## config.mk

```make
export PLATFORM = sky130hd
export DESIGN_NAME = fsl_ring_fifo
export DESIGN_NICKNAME = d
export VERILOG_FILES = /design/src/rtl/fsl_pkg.sv /design/src/rtl/fsl_fifo_ram.sv /design/src/rtl/fsl_ring_fifo.sv
export SDC_FILE = /design/constraint.sdc
export NUM_CORES = 2
export LEC_CHECK = 0
export CAP_MARGIN = 20
export CELL_PAD_IN_SITES_DETAIL_PLACEMENT = 0
export CELL_PAD_IN_SITES_GLOBAL_PLACEMENT = 1
export CORE_MARGIN = 3
export CORE_UTILIZATION = 54
export DETAILED_ROUTE_END_ITERATION = 6
export GPL_TIMING_DRIVEN = 1
export PLACE_DENSITY = 0.84
export SLEW_MARGIN = 40
export SYNTH_ARGS = -nofsm -noshare
export SYNTH_HDL_FRONTEND = slang
export SYNTH_HIERARCHICAL = 1
export SYNTH_SLANG_ARGS = --single-unit
export TNS_END_PERCENT = 5
```

## constraint.sdc

```tcl
create_clock -name clk -period 19.4 [get_ports clk]
set_input_delay 3.88 -clock clk [delete_from_list [all_inputs] [get_ports clk]]
set_output_delay 3.88 -clock clk [all_outputs]
set_load 0.03 [all_outputs]
```

## src/rtl/fsl_pkg.sv

```systemverilog
// Shared constants and helpers for the FSL ring/input FIFO blocks.
package fsl_pkg;

  localparam int FSL_WORD_W           = 160;
  localparam int FSL_RING_DEPTH       = 16;
  localparam int FSL_PROG_FULL_MARGIN = 2;

  // Pointer width for a power-of-two depth; never returns less than 1.
  function automatic int ptr_w(input int depth);
    return (depth <= 1) ? 1 : $clog2(depth);
  endfunction

endpackage

```

## src/rtl/fsl_fifo_ram.sv

```systemverilog
// WIDTH x DEPTH simple dual-port storage: registered write port, combinational read port
// so the word at the read pointer is visible the cycle after it was written (FWFT).
module fsl_fifo_ram #(
  parameter int WIDTH = 160,
  parameter int DEPTH = 16,
  parameter int AW    = 4
) (
  input  logic             clk,
  input  logic             we,
  input  logic [AW-1:0]    waddr,
  input  logic [WIDTH-1:0] wdata,
  input  logic [AW-1:0]    raddr,
  output logic [WIDTH-1:0] rdata
);

  logic [WIDTH-1:0] mem [DEPTH];

  always_ff @(posedge clk) begin
    if (we) begin
      mem[waddr] <= wdata;
    end
  end

  assign rdata = mem[raddr];

endmodule

```

## src/rtl/fsl_ring_fifo.sv

```systemverilog
// First-word-fall-through FIFO with registered full/empty/prog_full flags and occupancy count.
// Optional FSL_FIFO_STATUS_EN adds one-cycle overflow/underflow pulse outputs.
module fsl_ring_fifo
  import fsl_pkg::*;
#(
  parameter int WIDTH            = FSL_WORD_W,
  parameter int DEPTH            = FSL_RING_DEPTH,
  parameter int PROG_FULL_THRESH = DEPTH - FSL_PROG_FULL_MARGIN
) (
  input  logic                    clk,
  input  logic                    rst,
  input  logic [WIDTH-1:0]        din,
  input  logic                    wr_en,
  input  logic                    rd_en,
  output logic [WIDTH-1:0]        dout,
  output logic                    full,
  output logic                    empty,
  output logic                    prog_full,
  output logic [ptr_w(DEPTH):0]   data_count
`ifdef FSL_FIFO_STATUS_EN
  ,
  output logic                    overflow,
  output logic                    underflow
`endif
);

  localparam int AW    = ptr_w(DEPTH);
  localparam int CNT_W = AW + 1;

  // Handshake: a write is taken on an edge where wr_en=1 and full=0 (full is the
  // inverse of ready); a read is taken where rd_en=1 and empty=0 (empty is the
  // inverse of valid). Requests outside those conditions are dropped, never queued.
  logic [AW-1:0]    wr_ptr;
  logic [AW-1:0]    rd_ptr;
  logic [CNT_W-1:0] count;
  logic [CNT_W-1:0] count_nxt;
  logic             wr_acc;
  logic             rd_acc;

  assign wr_acc = wr_en & ~full;
  assign rd_acc = rd_en & ~empty;

  always_comb begin
    count_nxt = count;
    case ({wr_acc, rd_acc})
      2'b10:   count_nxt = count + CNT_W'(1);
      2'b01:   count_nxt = count - CNT_W'(1);
      default: count_nxt = count;
    endcase
  end

  // Flags are derived from the next count so they stay aligned with data_count.
  always_ff @(posedge clk) begin
    if (rst) begin
      wr_ptr    <= '0;
      rd_ptr    <= '0;
      count     <= '0;
      empty     <= 1'b1;
      full      <= 1'b0;
      prog_full <= 1'b0;
    end else begin
      if (wr_acc) wr_ptr <= wr_ptr + AW'(1);
      if (rd_acc) rd_ptr <= rd_ptr + AW'(1);
      count     <= count_nxt;
      empty     <= (count_nxt == '0);
      full      <= (count_nxt == CNT_W'(DEPTH));
      prog_full <= (count_nxt >= CNT_W'(PROG_FULL_THRESH));
    end
  end

  assign data_count = count;

`ifdef FSL_FIFO_STATUS_EN
  always_ff @(posedge clk) begin
    if (rst) begin
      overflow  <= 1'b0;
      underflow <= 1'b0;
    end else begin
      overflow  <= wr_en & full;
      underflow <= rd_en & empty;
    end
  end
`endif

  fsl_fifo_ram #(
    .WIDTH (WIDTH),
    .DEPTH (DEPTH),
    .AW    (AW)
  ) u_ram (
    .clk   (clk),
    .we    (wr_acc),
    .waddr (wr_ptr),
    .wdata (din),
    .raddr (rd_ptr),
    .rdata (dout)
  );

endmodule

```

Word-level counts from Yosys, hierarchy flattened. Memory sizes are Yosys's and may differ from the RTL's. A register that Yosys moved wholly into a read port is not among the register bits. Index checks and enable logic that the tools add are counted.

Reduce and logical (&&, ||, !) cells: 1. Add/subtract/negate cells: 4. Muxes and demuxes: 5. Bitwise operators: 4. Eq/ne operators: 3. $lt $le $gt $ge: 1.

Operator list (number): $pmux 5 s2 (1); $add 4x1->4 const B (2); $mux 4 (2); $add 5x1->5 const B (1); $eq 5x5->1 const B (1); $ge 5x4->1 const B (1); $logic_not 5->1 (1); $sub 5x1->5 const B (1); $and 1x1->1 (2); $eq 2x1->1 const B (1); $eq 2x2->1 const B (1); $mux 1 (2); $not 1->1 (2).

Memories: 1. Output and inout bits: 168. Input bits: 164. Register bits after elaboration: 16. RAM bits: 2560. Logic and storage cells: 25.

Memories: u_ram.mem (words 16, bits a word 160, read ports 1, clocked after memory_dff 1, wr ports 1, line fsl_fifo_ram.sv:16) `logic [WIDTH-1:0] mem [DEPTH];`.

Logic depth before layout (Yosys ltp).
Word-level depth: 5. Gate-level depth with buffers: 10. Mapped depth without buffers: 10.

Modules after synthesis. The synthesis kept the hierarchy.

Modules (own cells, without submodules): fsl_fifo_ram (area an instance 96182.2 µm², cells an instance 4031, seq. area each 76873.7 µm², times used 1); fsl_ring_fifo (area an instance 853.3 µm², cells an instance 88, seq. area each 320.3 µm², times used 1).

Worst setup path before layout. OpenSTA, ideal clock, no wires.

Kind: input-to-reg. From: in wr_en. To: mem u_ram.mem[0][0], enable pin. Slack: 3.124 ns. Path buffers: 1. Stages on the path: 5. Library setup time: 0.875 ns. Data required time: 18.525 ns. Data arrival time: 15.400 ns. Cell sequence: nand2b_4 buf_12 clkinv_8 or3b_2 nor3_1.

Longest elaborated chain between the ends: 3.

Ends and longest elaborated chain: start: declaration (line fsl_ring_fifo.sv:13) `input logic wr_en,`; $and 1x1->1 (line fsl_ring_fifo.sv:40) `assign wr_acc = wr_en & ~full;`; named net wr_acc (line fsl_ring_fifo.sv:37) `logic wr_acc;`; $mux 1 (line fsl_fifo_ram.sv:19) `if (we) begin`; $mux 1 (not written as such) (line fsl_fifo_ram.sv:20) `mem[waddr] <= wdata;`; end: declaration (line fsl_fifo_ram.sv:16).

The timed path passes the listed nets, and every way through them passes these cells.

==> results.yml <==
global_route:
  antenna_found_initial: 40
  grt_max_degree: 130
  grt_pass1_vias: 47160
  grt.overflow.total: 0
  grt_pass1_wl_um: 326600
  grt_usage_pct: 24.32
job:
  cap_violations: 0
pwr:
  seqPwrFrac_pct: 50.8
  swShare_pct: 23.33
  comb_power_share_pct: 12.9
  cell_internal_pwr_mw: 9.428
  p_total_mw: 12.30
  power_density_nw_per_um2: 110.6
  vdd_drop_max_mv: 0.09043
  p_sw_mw: 2.870
  leakage_nw: 33.73
  pwr-share-clk_pct: 36.3
yosys:
  syn_inst: 4119
  synthAdderAreaFrac_pct: 0.05158
  yosysSeqAreaShare_pct: 79.55
  yosys.cell_types.count: 52
  yosys-top-cells-area: "edfxtp_1 (79%), mux4_2 (14%), a22oi_1 (2.1%)"
  synth.top_cell.area_share_pct: 79.22
  yosysWarnings: 6
  syn-cell-area_sq_um: 97040
  ys_async_sr_fraction_pct: 0
  yosys.area_share.simple_pct: 1.148
  synth-xor-area-share_pct: 0.09929
  synth-main-ff-cell: "edfxtp_1"
  synth_top_family_by_area: "multiplexers"
  syn_avg_cell_area_sq_um: 23.56
  synth_compound_area_share_pct: 2.776
  synth_top_area_cell: "edfxtp_1"
  syn-num-nets: 4287
  synth_mux_area_share_pct: 15.11
  synth_enable_flop_cells: 2560
  ys_ff_latch: 2576
sta:
  post-route-period-util_pct: 51.65
  relSlewSlack_pct: 40.88
  hold_slack_ns: 0.5882
  fin_setup_tns_ns: 0
  finClkSkew_ns: 0.02206
  setup_ws_ns: 9.380
  finalHoldViolCount: 0
  rsz0062_at_grt: "false"
  worstMarginPinSlew_ns: 0.8869
  fin_crit_ns: 10.02
  fmax_ghz: 0.09980
  drv_slew: 0
  setup_viol: 0
worst_setup_path:
  r2r-start: "full$_SDFF_PP0_"
  reg2regPathDepth: 7
  worstPathRequired_ns: 15.52
  crit_fanout: 56
  worstSetupPathType: "flip-flop to output pin"
  startpoint: "rd_ptr[1]$_SDFFE_PP0P_"
  cp.arrival_ns: 6.14
  end_kind: "output pin"
  cp-start-kind: "flip-flop"
routing:
  ant_nets: 0
  post_drt_wl_per_cell_um: 31.19
  detail_route.iter0.violations: 5183
  firstDrtPassIters: 7
  vias: 45570
  avgViaCountPerCell: 6.383
  drc: 0
  wl_um: 222700
floorplanning:
  coreArea_sq_um: 177500
  pin_count: 332
  dieWidth_um: 429.9
  dieArea_sq_um: 184800
  initial_utilization_pct: 54.68
  fp.dieH_um: 429.9
  fp-row-count: 154
cts:
  cts_tree: "done"
  clk_pin_slew_worst_paths_ns: 0.06
  numCtsBuffers: 238
  clk_path_buf_depth: 3
  cts_hold_buffers: 0
  cts_setup_buffers: 0
  cts-root-buf: "clkbuf_16"
  htree_levels: 4
  cts_resized: 0
  clkLatencyLatePin_ns: 0.86
  clock_sinks: 2576
placed_design:
  dpl-instance-area_sq_um: 103400
  dp_hpwl_um: 111600
  place_congestion: 0.7219
  dp_slack_ns: 10.13
  numPortBuffers: 331
final_layout:
  fill_cells: 11310
  final_area_sq_um: 111200
  final_layout_size_suffix_gt1_share_pct: 24.03
  final_nets: 4744
  syn2layout_area_growth_pct: 14.56
worst_hold_path:
  min_from: "wr_ptr[3]$_SDFFE_PP0P_"
  hp-class: "flip-flop to flip-flop"
  min_path_cells: 2
status:
  status: "completed"
synthesized netlist by cell type, drive strengths merged, types with 2 or more instances:
master,number
nand2b,23
nand4,2
nand3b,3
a221oi,18
or2,2
clkbuf,74
buf,151
nor4b,2
o221ai,28
ha,4
xor2,6
nor3,5
inv,2
nand2,125
nor2,29
xnor2,5
a22oi,267
dfxtp,16
mux2,82
and2,4
nor2b,34
o22a,8
nand3,2
a21oi,5
o21ai,23
mux4,595
mux2i,34
edfxtp,2560
kinds of logic (layout without fill, tap and decap cells):
| kind of cell | Yosys count | after routing |
|---|---|---|
| and+or+nand+nor | 233 | 233 |
| AOI/OAI and AO/OA | 356 | 356 |
| DFF | 2576 | 2576 |
| other | 0 | 19 |
| xor gates and xnor gates | 11 | 11 |
| buffers and inverters | 228 | 890 |
| adders and majority gates | 4 | 4 |
| muxes | 711 | 711 |
cells in the final DEF (no fill, tap or decap), drive strengths merged, types with 23 or more instances in the layout:
master and count:
clkdlybuf4s50 331, a22oi 267, mux2i 34, clkinv 108, mux4 595, o21ai 23
nor2 29, o221ai 28, mux2 82, nor2b 34, nand2b 23, nand2 125
buf 111, clkbuf 304, edfxtp 2560
flip-flops by register name (all words and copies together) (netlist names):
signal and flops:
u_ram/mem 2560, rd_ptr 4, empty 1, data_count 5, full 1, wr_ptr 4
prog_full 1
metal layers:
layer / GRT usage (%) / wire [um] / up-vias
li1: - / - / 18650
met1: 34.28 / 84630 / 24240
met3: 4.625 / 20440 / 348
met5: 0 / 62 / -
met2: 39.19 / 111800 / 2332
met4: 7.571 / 5819 / 8
metrics by stage:
stage	util (%)	std cells
final	62.64	7140
after CTS	62.50	7113
after global routing	62.63	7134
after floorplan	-	4119
after global placement	58.07	6657
after detailed placement	58.29	6668
path summary, 6_finish.rpt:
check / slack (ns) / endpoint
setup reg to reg: 15.84 / u_ram/mem[8][26]$_DFFE_PP_
hold reg to reg: 0.59 / wr_ptr[3]$_SDFFE_PP0P_
setup / recovery: 9.38 / dout[1]
hold / removal: 0.59 / wr_ptr[3]$_SDFFE_PP0P_
cell type report:
cell class	count	area, sq um	area share, %
clock inverters	141	1267	1.140
multi-input cells	1315	18780	16.89
repair buffers	442	4708	4.235
clock buffers	304	6203	5.580
well taps	2340	2928	2.634
inverters	3	26.28	0.02364
flip-flops and latches	2576	77210	69.45
diodes	19	47.55	0.04277
power groups by stage:
stage	Sequential, mW	Combinational (mW)	Clock, mW
2_1_floorplan	6.38	1.08	0
3_3_place_gp	6.37	1.57	0
3_5_place_dp	6.37	1.59	0
4_1_cts	6.26	1.60	4.54
5_1_grt	6.25	1.69	4.75
6_report	6.25	1.59	4.46
worst max-delay path, stage by stage, from the launching register on:
cell	delay, ns
dfxtp_4	0.78
buf_4	0.60
buf_4	0.73
buf_4	0.77
buf_4	0.78
mux4_2	0.41
a22oi_1	0.20
nand2_1	0.20
clkdlybuf4s50_1	0.65
(Power assumes the default switching activity.)
